--- src/rtl/fp32Pkg.sv ---
// IEEE-754 single-precision field layout shared across the FP unit.
package fp32Pkg;
  typedef struct packed {
    logic        sign;
    logic [7:0]  exp;
    logic [22:0] sig;
  } fp32_t;
endpackage

--- src/rtl/fp64Pkg.sv ---
// IEEE-754 double-precision field layout shared across the FP unit.
package fp64Pkg;
  typedef struct packed {
    logic        sign;
    logic [10:0] exp;
    logic [51:0] sig;
  } fp64_t;
endpackage

--- src/rtl/fp_cvt_sched_pkg.sv ---
// Shared types and constants for the FP32->FP64 conversion scheduler.
package fpCvtSchedPkg;
  import fp64Pkg::*;

  localparam int          CVT_FIFO_DEPTH = 2;
  localparam logic [10:0] CVT_BIAS_DIFF  = 11'h380;
  // Entry fields are sized for the largest supported NREQ (8) and tag width.
  localparam int          CVT_ID_MAXW    = 3;
  localparam int          CVT_TAG_MAXW   = 16;

  typedef struct packed {
    fp64_t                   data;
    logic [CVT_ID_MAXW-1:0]  id;
    logic [CVT_TAG_MAXW-1:0] tag;
    logic                    dnm;
  } cvt_entry_t;
endpackage

--- src/rtl/fp_cvt_sched_cvt.sv ---
// Combinational FP32->FP64 widening; exponent-0 inputs are left to the caller.
module fpCvt32To64
  import fp32Pkg::*;
  import fp64Pkg::*;
  import fpCvtSchedPkg::*;
(
  input  fp32_t a,
  output fp64_t y
);

  always_comb begin
    y.sign = a.sign;
    y.exp  = (a.exp == 8'hFF) ? 11'h7FF : ({3'b000, a.exp} + CVT_BIAS_DIFF);
    y.sig  = {a.sig, 29'b0};
  end

endmodule

--- src/rtl/fp_cvt_sched.sv ---
// Round-robin scheduler sharing one FP32->FP64 converter among NREQ requesters,
// with zero/denormal fixup and a 2-entry result FIFO.
module fp_cvt_sched
  import fp32Pkg::*;
  import fp64Pkg::*;
  import fpCvtSchedPkg::*;
#(
  parameter  int NREQ = 4,
  parameter  int TAGW = 4,
  localparam int IDW  = $clog2(NREQ)
) (
  input  logic                 clk,
  input  logic                 rst_n,
  input  logic [NREQ-1:0]      req_valid,
  output logic [NREQ-1:0]      req_ready,
  input  logic [NREQ*32-1:0]   req_data,
  input  logic [NREQ*TAGW-1:0] req_tag,
  output logic                 out_valid,
  input  logic                 out_ready,
  output logic [63:0]          out_data,
  output logic [IDW-1:0]       out_id,
  output logic [TAGW-1:0]      out_tag,
  output logic                 out_dnm,
  output logic                 busy
);

  localparam logic [1:0] FULL = 2'(CVT_FIFO_DEPTH);

  logic [IDW-1:0]  rr_ptr;
  logic [IDW-1:0]  gid_p0;
  logic [IDW-1:0]  nxt_ptr;
  logic [NREQ-1:0] grant_p0;
  logic            gnt_any_p0;
  logic            vld_p0;
  logic            pop;
  logic [1:0]      count;
  logic            wr_ptr;
  logic            rd_ptr;
  fp32_t           op_p0;
  fp64_t           cvt_p0;
  logic [TAGW-1:0] tag_p0;
  cvt_entry_t      ent_p0;
  cvt_entry_t      fifo_p1 [CVT_FIFO_DEPTH];
  cvt_entry_t      head_p1;

  function automatic fp64_t zero_fixup(input fp32_t a, input fp64_t c);
    fp64_t z;
    z = c;
    if (a.exp == 8'h00) begin
      z.exp = '0;
      z.sig = '0;
    end
    return z;
  endfunction

  function automatic logic is_dnm(input fp32_t a);
    return (a.exp == 8'h00) && (a.sig != '0);
  endfunction

  // ---- p0: arbitration, operand select, conversion ----
  always_comb begin : arb
    int j;
    grant_p0   = '0;
    gid_p0     = '0;
    gnt_any_p0 = 1'b0;
    j          = 0;
    for (int i = 0; i < NREQ; i++) begin
      j = int'(rr_ptr) + i;
      if (j >= NREQ) j = j - NREQ;
      if (!gnt_any_p0 && req_valid[j]) begin
        gnt_any_p0  = 1'b1;
        grant_p0[j] = 1'b1;
        gid_p0      = IDW'(j);
      end
    end
  end

  // Ready is gated by FIFO occupancy only, never by out_ready.
  assign req_ready = (rst_n && (count < FULL)) ? grant_p0 : '0;
  assign vld_p0    = |(req_valid & req_ready);
  assign pop       = (count != 2'd0) && out_ready;
  assign nxt_ptr   = (gid_p0 == IDW'(NREQ - 1)) ? '0 : (gid_p0 + IDW'(1));

  assign op_p0  = req_data[32*gid_p0 +: 32];
  assign tag_p0 = req_tag[TAGW*gid_p0 +: TAGW];

  fpCvt32To64 u_cvt (
    .a (op_p0),
    .y (cvt_p0)
  );

  always_comb begin
    ent_p0      = '0;
    ent_p0.data = zero_fixup(op_p0, cvt_p0);
    ent_p0.id   = CVT_ID_MAXW'(gid_p0);
    ent_p0.tag  = CVT_TAG_MAXW'(tag_p0);
    ent_p0.dnm  = is_dnm(op_p0);
  end

  // ---- p1: result FIFO ----
  always_ff @(posedge clk) begin
    if (!rst_n) begin
      count  <= 2'd0;
      wr_ptr <= 1'b0;
      rd_ptr <= 1'b0;
      rr_ptr <= '0;
    end else begin
      count <= count + {1'b0, vld_p0} - {1'b0, pop};
      if (vld_p0) begin
        wr_ptr <= ~wr_ptr;
        rr_ptr <= nxt_ptr;
      end
      if (pop) rd_ptr <= ~rd_ptr;
    end
  end

  always_ff @(posedge clk) begin
    if (vld_p0) fifo_p1[wr_ptr] <= ent_p0;
  end

  // Storage is not reset; an empty FIFO presents zeros on the result fields.
  assign head_p1   = fifo_p1[rd_ptr];
  assign out_valid = (count != 2'd0);
  assign out_data  = out_valid ? head_p1.data : '0;
  assign out_id    = out_valid ? head_p1.id[IDW-1:0] : '0;
  assign out_tag   = out_valid ? head_p1.tag[TAGW-1:0] : '0;
  assign out_dnm   = out_valid & head_p1.dnm;
  assign busy      = out_valid | (|req_valid);

endmodule

--- config.mk ---
export PLATFORM = sky130hd
export DESIGN_NAME = fp_cvt_sched
export DESIGN_NICKNAME = d
export VERILOG_FILES = /design/src/rtl/fp32Pkg.sv /design/src/rtl/fp64Pkg.sv /design/src/rtl/fp_cvt_sched_pkg.sv /design/src/rtl/fp_cvt_sched_cvt.sv /design/src/rtl/fp_cvt_sched.sv
export SDC_FILE = /design/constraint.sdc
export NUM_CORES = 1
export LEC_CHECK = 0
export CORE_ASPECT_RATIO = 1.2
export CORE_MARGIN = 3
export CORE_UTILIZATION = 40
export CTS_CLUSTER_SIZE = 16
export DETAILED_ROUTE_END_ITERATION = 10
export GPL_ROUTABILITY_DRIVEN = 0
export PLACE_DENSITY = 0.76
export SLEW_MARGIN = 20
export SYNTH_ARGS = -nofsm -noshare
export SYNTH_HDL_FRONTEND = slang
export SYNTH_SLANG_ARGS = --single-unit
export TNS_END_PERCENT = 10
--- constraint.sdc ---
create_clock -name clk -period 9.75 [get_ports clk]
set_input_delay 1.95 -clock clk [delete_from_list [all_inputs] [get_ports clk]]
set_output_delay 1.95 -clock clk [all_outputs]
set_load 0.01 [all_outputs]
# Word-level counts from Yosys, hierarchy flattened

Memories as Yosys holds them, arrays and structs flattened. A register that Yosys moved wholly into a read port is not among the register bits.
Cells that the tools add are included.

Memories: 1
Bits in registers: 6
Input port bits: 151
Bits in writable memories: 142
Bits in latches: 0
Bits in read-only memories: 0

Memory list:

| memory  | depth | bits a word | rd ports | clocked after memory_dff | wr ports | RTL line           | RTL |
|---|---|---|---|---|---|---|---|
| fifo_p1 | 2     | 71          | 1        | 1                        | 1        | fp_cvt_sched.sv:43 | `cvt_entry_t fifo_p1 [CVT_FIFO_DEPTH];` |

Bitwise operators: 8
Reduce and logical (&&, ||, !) cells: 18
$lt $le $gt $ge: 13
Multipliers: 0
$add $sub $neg: 11
Div/mod/pow operators: 0
Shifts and indexed selects: 2
Mux-type cells: 46
Equality and inequality tests: 2

Operators by type and width:

| cell                  | number |
|---|---|
| $ge 32x1->1 const B   | 4 |
| $lt 32x4->1 const B   | 4 |
| $mux 32               | 4 |
| $shiftx 128x8->32     | 1 |
| $mux 64               | 1 |
| $mux 63               | 1 |
| $mux 4                | 6 |
| $reduce_bool 23->1    | 1 |
| $mux 1                | 19 |
| $shiftx 16x5->4       | 1 |
| $mux 2                | 6 |
| $or 4x4->4            | 3 |
| $sub 3x3->4 const B   | 3 |
| $add 8x10->11 const B | 1 |
| $mux 11               | 1 |
| $logic_and 1x1->1     | 10 |
| $ge 3x3->1 const B    | 3 |
| $bmux 1 s2            | 4 |
| $demux 1 s2           | 4 |
| $eq 8x8->1 const B    | 1 |
| $logic_not 8->1       | 1 |
| $reduce_or 4->1       | 2 |
| $add 2x2->3 const B   | 2 |
| $and 4x4->4           | 1 |
| other kinds (13)      | 16 |

# Longest topological paths before layout

Depth after elaboration: 20
Mapped depth: 15
Mapped depth without buffers: 13

# Cells and area by module

From an unflattened synthesis, not the netlist that was laid out.

Cell total of the unflattened synthesis: 785
Area, all modules: 8,398.1 sq um

Modules (own cells, without submodules):

| module       | sequential area each (sq um) | area an instance (sq um) | cells each | instances |
|---|---|---|---|---|
| fp_cvt_sched | 4,404.2                      | 7,935.1                  | 718        | 1 |
| fpCvt32To64  | 0.0                          | 462.9                    | 67         | 1 |

# Worst setup path after synthesis

No wires, ideal clock.

Path kind: input -> register
Start: input req_valid[2]
End: memory fifo_p1[1][0] (netlist name), enable pin
Data arrival time: 6.316 ns
Library setup time: 0.501 ns
Path buffers: 1
Path slack: 2.933 ns
Cell stages on the path: 7
Cells stage by stage: buf_2 -> mux4_2 -> nor2b_1 -> a221o_1 -> a32oi_1 -> o22a_1 -> a21boi_0

Longest elaborated chain between the ends: 18
Elaborated cells on any way between the ends: 33

Ends and longest elaborated chain:

| item                                       | RTL line            | RTL |
|---|---|---|
| start, declared                            | fp_cvt_sched.sv:14  | `input logic [NREQ-1:0] req_valid,` |
| $bmux 1 s2                                 | fp_cvt_sched.sv:70  | `if (!gnt_any_p0 && req_valid[j]) begin` |
| $mux 1 (implied by the code) (2 in series) | fp_cvt_sched.sv:70  |  |
| $mux 1                                     | fp_cvt_sched.sv:70  |  |
| $logic_not 1->1                            | fp_cvt_sched.sv:70  |  |
| $logic_and 1x1->1                          | fp_cvt_sched.sv:70  |  |
| $mux 1                                     | fp_cvt_sched.sv:70  |  |
| $logic_not 1->1                            | fp_cvt_sched.sv:70  |  |
| $logic_and 1x1->1                          | fp_cvt_sched.sv:70  |  |
| $mux 1                                     | fp_cvt_sched.sv:70  |  |
| $logic_not 1->1                            | fp_cvt_sched.sv:70  |  |
| $logic_and 1x1->1                          | fp_cvt_sched.sv:70  |  |
| $mux 4                                     | fp_cvt_sched.sv:70  |  |
| $mux 4                                     | fp_cvt_sched.sv:79  | `assign req_ready = (rst_n && (count < FULL)) ? grant_p0 : '0;` |
| $and 4x4->4 (*)                            | fp_cvt_sched.sv:80  | `assign vld_p0 = \|(req_valid & req_ready);` |
| $reduce_or 4->1 (*)                        | fp_cvt_sched.sv:80  |  |
| $mux 1 (*)                                 | fp_cvt_sched.sv:118 | `if (vld_p0) fifo_p1[wr_ptr] <= ent_p0;` |
| $mux 1 (implied by the code) (*)           | fp_cvt_sched.sv:118 |  |
| end, declared                              | fp_cvt_sched.sv:43  |  |

Every way passes the cells marked *; elsewhere a longest branch is shown, timed or not. The select of a mux whose other input is x is not followed.

# Worst setup path after layout

Start: input req_valid[2]
End: output req_ready[2]

Longest elaborated chain between the ends: 14
Elaborated cells on any way between the ends: 29

Ends and longest elaborated chain:

| item                                       | RTL line           | RTL |
|---|---|---|
| $bmux 1 s2                                 | fp_cvt_sched.sv:70 |  |
| $mux 1 (implied by the code) (2 in series) | fp_cvt_sched.sv:70 |  |
| $mux 1                                     | fp_cvt_sched.sv:70 |  |
| $logic_not 1->1                            | fp_cvt_sched.sv:70 |  |
| $logic_and 1x1->1                          | fp_cvt_sched.sv:70 |  |
| $mux 1                                     | fp_cvt_sched.sv:70 |  |
| $logic_not 1->1                            | fp_cvt_sched.sv:70 |  |
| $logic_and 1x1->1                          | fp_cvt_sched.sv:70 |  |
| $mux 1                                     | fp_cvt_sched.sv:70 |  |
| $logic_not 1->1                            | fp_cvt_sched.sv:70 |  |
| $logic_and 1x1->1                          | fp_cvt_sched.sv:70 |  |
| $mux 4 (*)                                 | fp_cvt_sched.sv:70 |  |
| $mux 4 (*)                                 | fp_cvt_sched.sv:79 |  |
| end, declared                              | fp_cvt_sched.sv:15 | `output logic [NREQ-1:0] req_ready,` |

Marked as above.

==> flow_summary.json <==
{
  "period_minus_slack_ns": 6.461,
  "drt_iter0_drc": 551,
  "start_util_pct": 41.67,
  "numCtsBuffers": 9,
  "synth_area_leaders": "edfxtp_1 39%, mux2i_1 7.5%, buf_4 4.1%",
  "avgRoutedWirePerCell_microns": 18.43,
  "hpwlAfterDp_microns": 13820,
  "intPower_uw": 1586,
  "switching_share_pct": 42.92,
  "tightestPinTransition_ns": 1.078,
  "ys_dominant_reg_cell": "edfxtp_1",
  "maxSlewHeadroom_pct": 28.06,
  "synth_compound_area_share_pct": 21.91,
  "ys_ff_latch": 87,
  "n_fill_cell": 1268,
  "clk_pin_slew_ns": 0.06,
  "power_density_nw_per_um2": 330.3,
  "grt_pass1_vias": 5272,
  "core_area_sq_um": 14650,
  "clk_latency_ns": 0.33,
  "dr_wl_met3_microns": 1185,
  "synth_fa_ha_area_share_pct": 1.230,
  "p_switching_uw": 1193,
  "final_hold_viol_count": 0,
  "grt_max_degree": 50,
  "cts.hold.buffers_added": 0,
  "pwr-share-clk_pct": 12.4,
  "via_per_inst": 5.619,
  "drive_gt1_share_pct": 7.051,
  "met2WireLength_microns": 9016,
  "syn_to_final_growth_pct": 37.79,
  "finClkSkew_ns": 0.005609,
  "wl_met1_microns": 7437,
  "grt_usage_pct": 20.41,
  "gr-total-overflow": 0,
  "end_kind": "output pin",
  "synthesis.area_sq_um": 6106,
  "vias": 5507,
  "comb_power_share_pct": 60.9,
  "crit_arrival_ns": 4.51,
  "ys_warn_count": 0,
  "synth_edf_count": 80,
  "fin_ws_ns": 3.289,
  "path_common_cell": "clkdlybuf4s50_1",
  "synth_area_per_cell_sq_um": 9.977,
  "cpMaxStageDelayCell": "clkdlybuf4s50_1",
  "synth_mux_area_share_pct": 9.939,
  "fin_tns_setup_ns": 0,
  "irDropWorstVdd_mv": 0.2320,
  "post_cts.repair.setup_buffers": 0,
  "synth_top_area_share_pct": 39.34,
  "cp.required_ns": 7.80,
  "seqPwrFrac_pct": 26.7,
  "cp_slowest_stage_delay_ns": 0.68,
  "crit_chain": "clkdlybuf4s50_1 > mux4_2 > nor2b_1 > a221o_1 > a32oi_1 > nor2_1 > clkdlybuf4s50_1",
  "rsz0062_at_grt": "false",
  "synth_top_family_by_area": "compound AO/OA/AOI/OAI gates",
  "dr.pass1.iters": 5,
  "holdCritPathClass": "flip-flop to flip-flop",
  "slew_viol_final": 0,
  "critPathKind": "input port to output pin",
  "std_cell_rows": 48,
  "maxCapViolations": 0,
  "yosysMostFrequentCell": "edfxtp_1",
  "grt_pass1_wl_microns": 27740,
  "status": "complete, no violations",
  "cts_buffer_depth": 2,
  "dp_slack_ns": 3.315,
  "synth_cell_types": 61,
  "cts_root_buf": "clkbuf_16",
  "drtAntennaViolNets": 0,
  "route.detailed.drc": 0,
  "routed_wl_microns": 18060,
  "synth-async-reset-ratio_pct": 0,
  "fmax_ghz": 0.1548,
  "dr.max_layer_used": "met5",
  "synth-simple-area-share_pct": 13.01,
  "clkSinkCount": 87,
  "regArea_sq_um": 2544,
  "cts_resized": 0,
  "die_h_microns": 141.3,
  "setup_violations": 0,
  "leakage_uw": 0.003100,
  "synth_xor_area_share_pct": 0.4303,
  "synth_top_cells_by_count": "80 x edfxtp_1, 59 x inv_1, 57 x nor2_1",
  "ys_seq_area_share_pct": 41.64,
  "cts_tree": "done",
  "port_buffers": 198,
  "insertedDiodeCount": 0,
  "synth_top_area_cell": "edfxtp_1",
  "fin_crit_sh_pct": 66.27,
  "antenna_found_initial": 2,
  "worst_setup_path_start_kind": "input port",
  "die_w_microns": 118.8,
  "cts.htree.levels": 3,
  "dieArea_sq_um": 16790,
  "multi_input_area_sq_um": 3010,
  "fin_nets": 932,
  "cp_max_fo": 13,
  "ioPinCount": 228,
  "syn_inst": 612
}
[flip-flops by register name, summed over array words and instances, names as in the netlist, named ones only]
name     cells
count        2
fifo_p1     80
rd_ptr       1
rr_ptr       2
wr_ptr       1
[worst max-delay path, delay by kind of cell]
| kind | cells | cell delay, ns |
|---|---|---|
| AOI/OAI and AO/OA | 2 | 0.28 |
| buffers and inverters | 2 | 1.22 |
| muxes | 1 | 0.65 |
| and+or+nand+nor | 2 | 0.41 |
[metal layers]
metal	track usage, %	vias up
met5	0	-
met3	3.190	37
met4	6.101	4
li1	-	2581
met1	26.38	2607
met2	35.39	278
[worst paths after layout]
path	slack, ns	cells after the start	to	from
worst max-delay path	3.29	7	req_ready[2]	req_valid[2]
worst min-delay path	0.58	2	flip-flop	rd_ptr$_SDFFE_PN0P_
worst max register to register	4.51	11	fifo_p1[0][54]$_DFFE_PP_	rr_ptr[0]$_SDFFE_PN0N_
worst min register to register	0.58	2	flip-flop	rd_ptr$_SDFFE_PN0P_
[layout make-up]
cell class / count / area share, %
Multi-Input combinational cell: 407 / 35.78
Sequential cell: 87 / 30.23
Timing Repair Buffer: 206 / 24.46
Clock buffer: 11 / 3.004
Tap cell: 200 / 2.974
Inverter: 64 / 2.870
Clock inverter: 5 / 0.6692
[power groups by stage]
stage	registers (uW)	logic (uW)	clock network [uW]
final	743	1690	344
after floorplan	732	1110	0
after global routing	757	1840	363
after CTS	747	1650	347
after global placement	746	1590	0
after detailed placement	754	1650	0
[logic make-up after synthesis]
logic type	count (synthesis)
XOR/XNOR	3
buffers and inverters	146
AO/OA/AOI/OAI	161
other	1
multiplexers	56
adder cells (fa/ha/maj)	6
flip-flops	87
AND/OR/NAND/NOR	152
[metrics by stage]
stage	cells	utilization, %	power [uW]	area [sq um]	hold slack (ns)
6_report	980	57.41	2779	8413	0.5802
3_5_place_dp	962	54.95	2399	8053	0.5648
5_1_grt	980	57.41	2959	8413	0.6155
2_1_floorplan	640	-	1846	6211	0.5152
3_3_place_gp	962	54.95	2339	8053	0.5644
4_1_cts	978	57.06	2744	8362	0.5754
[layout by cell type (no fill, tap or decap), types with 7 or more instances in the layout]
| cell | netlist | routed |
|---|---|---|
| mux2i_1 | 46 | 46 |
| edfxtp_1 | 80 | 80 |
| nand2b_1 | 8 | 8 |
| and2_1 | 8 | 8 |
| inv_1 | 59 | 59 |
| mux2_2 | 7 | 7 |
| conb_1 | 1 | 29 |
| o221ai_1 | 26 | 26 |
| nor2_1 | 57 | 54 |
| o31ai_1 | 27 | 27 |
| o2111ai_1 | 26 | 26 |
| nand2_1 | 33 | 33 |
| and3b_1 | 21 | 21 |
| clkbuf_16 | 0 | 9 |
| clkdlybuf4s50_1 | 0 | 198 |
| a22oi_1 | 10 | 10 |
| o211ai_1 | 26 | 26 |
Power figures use the tool's default switching activity.
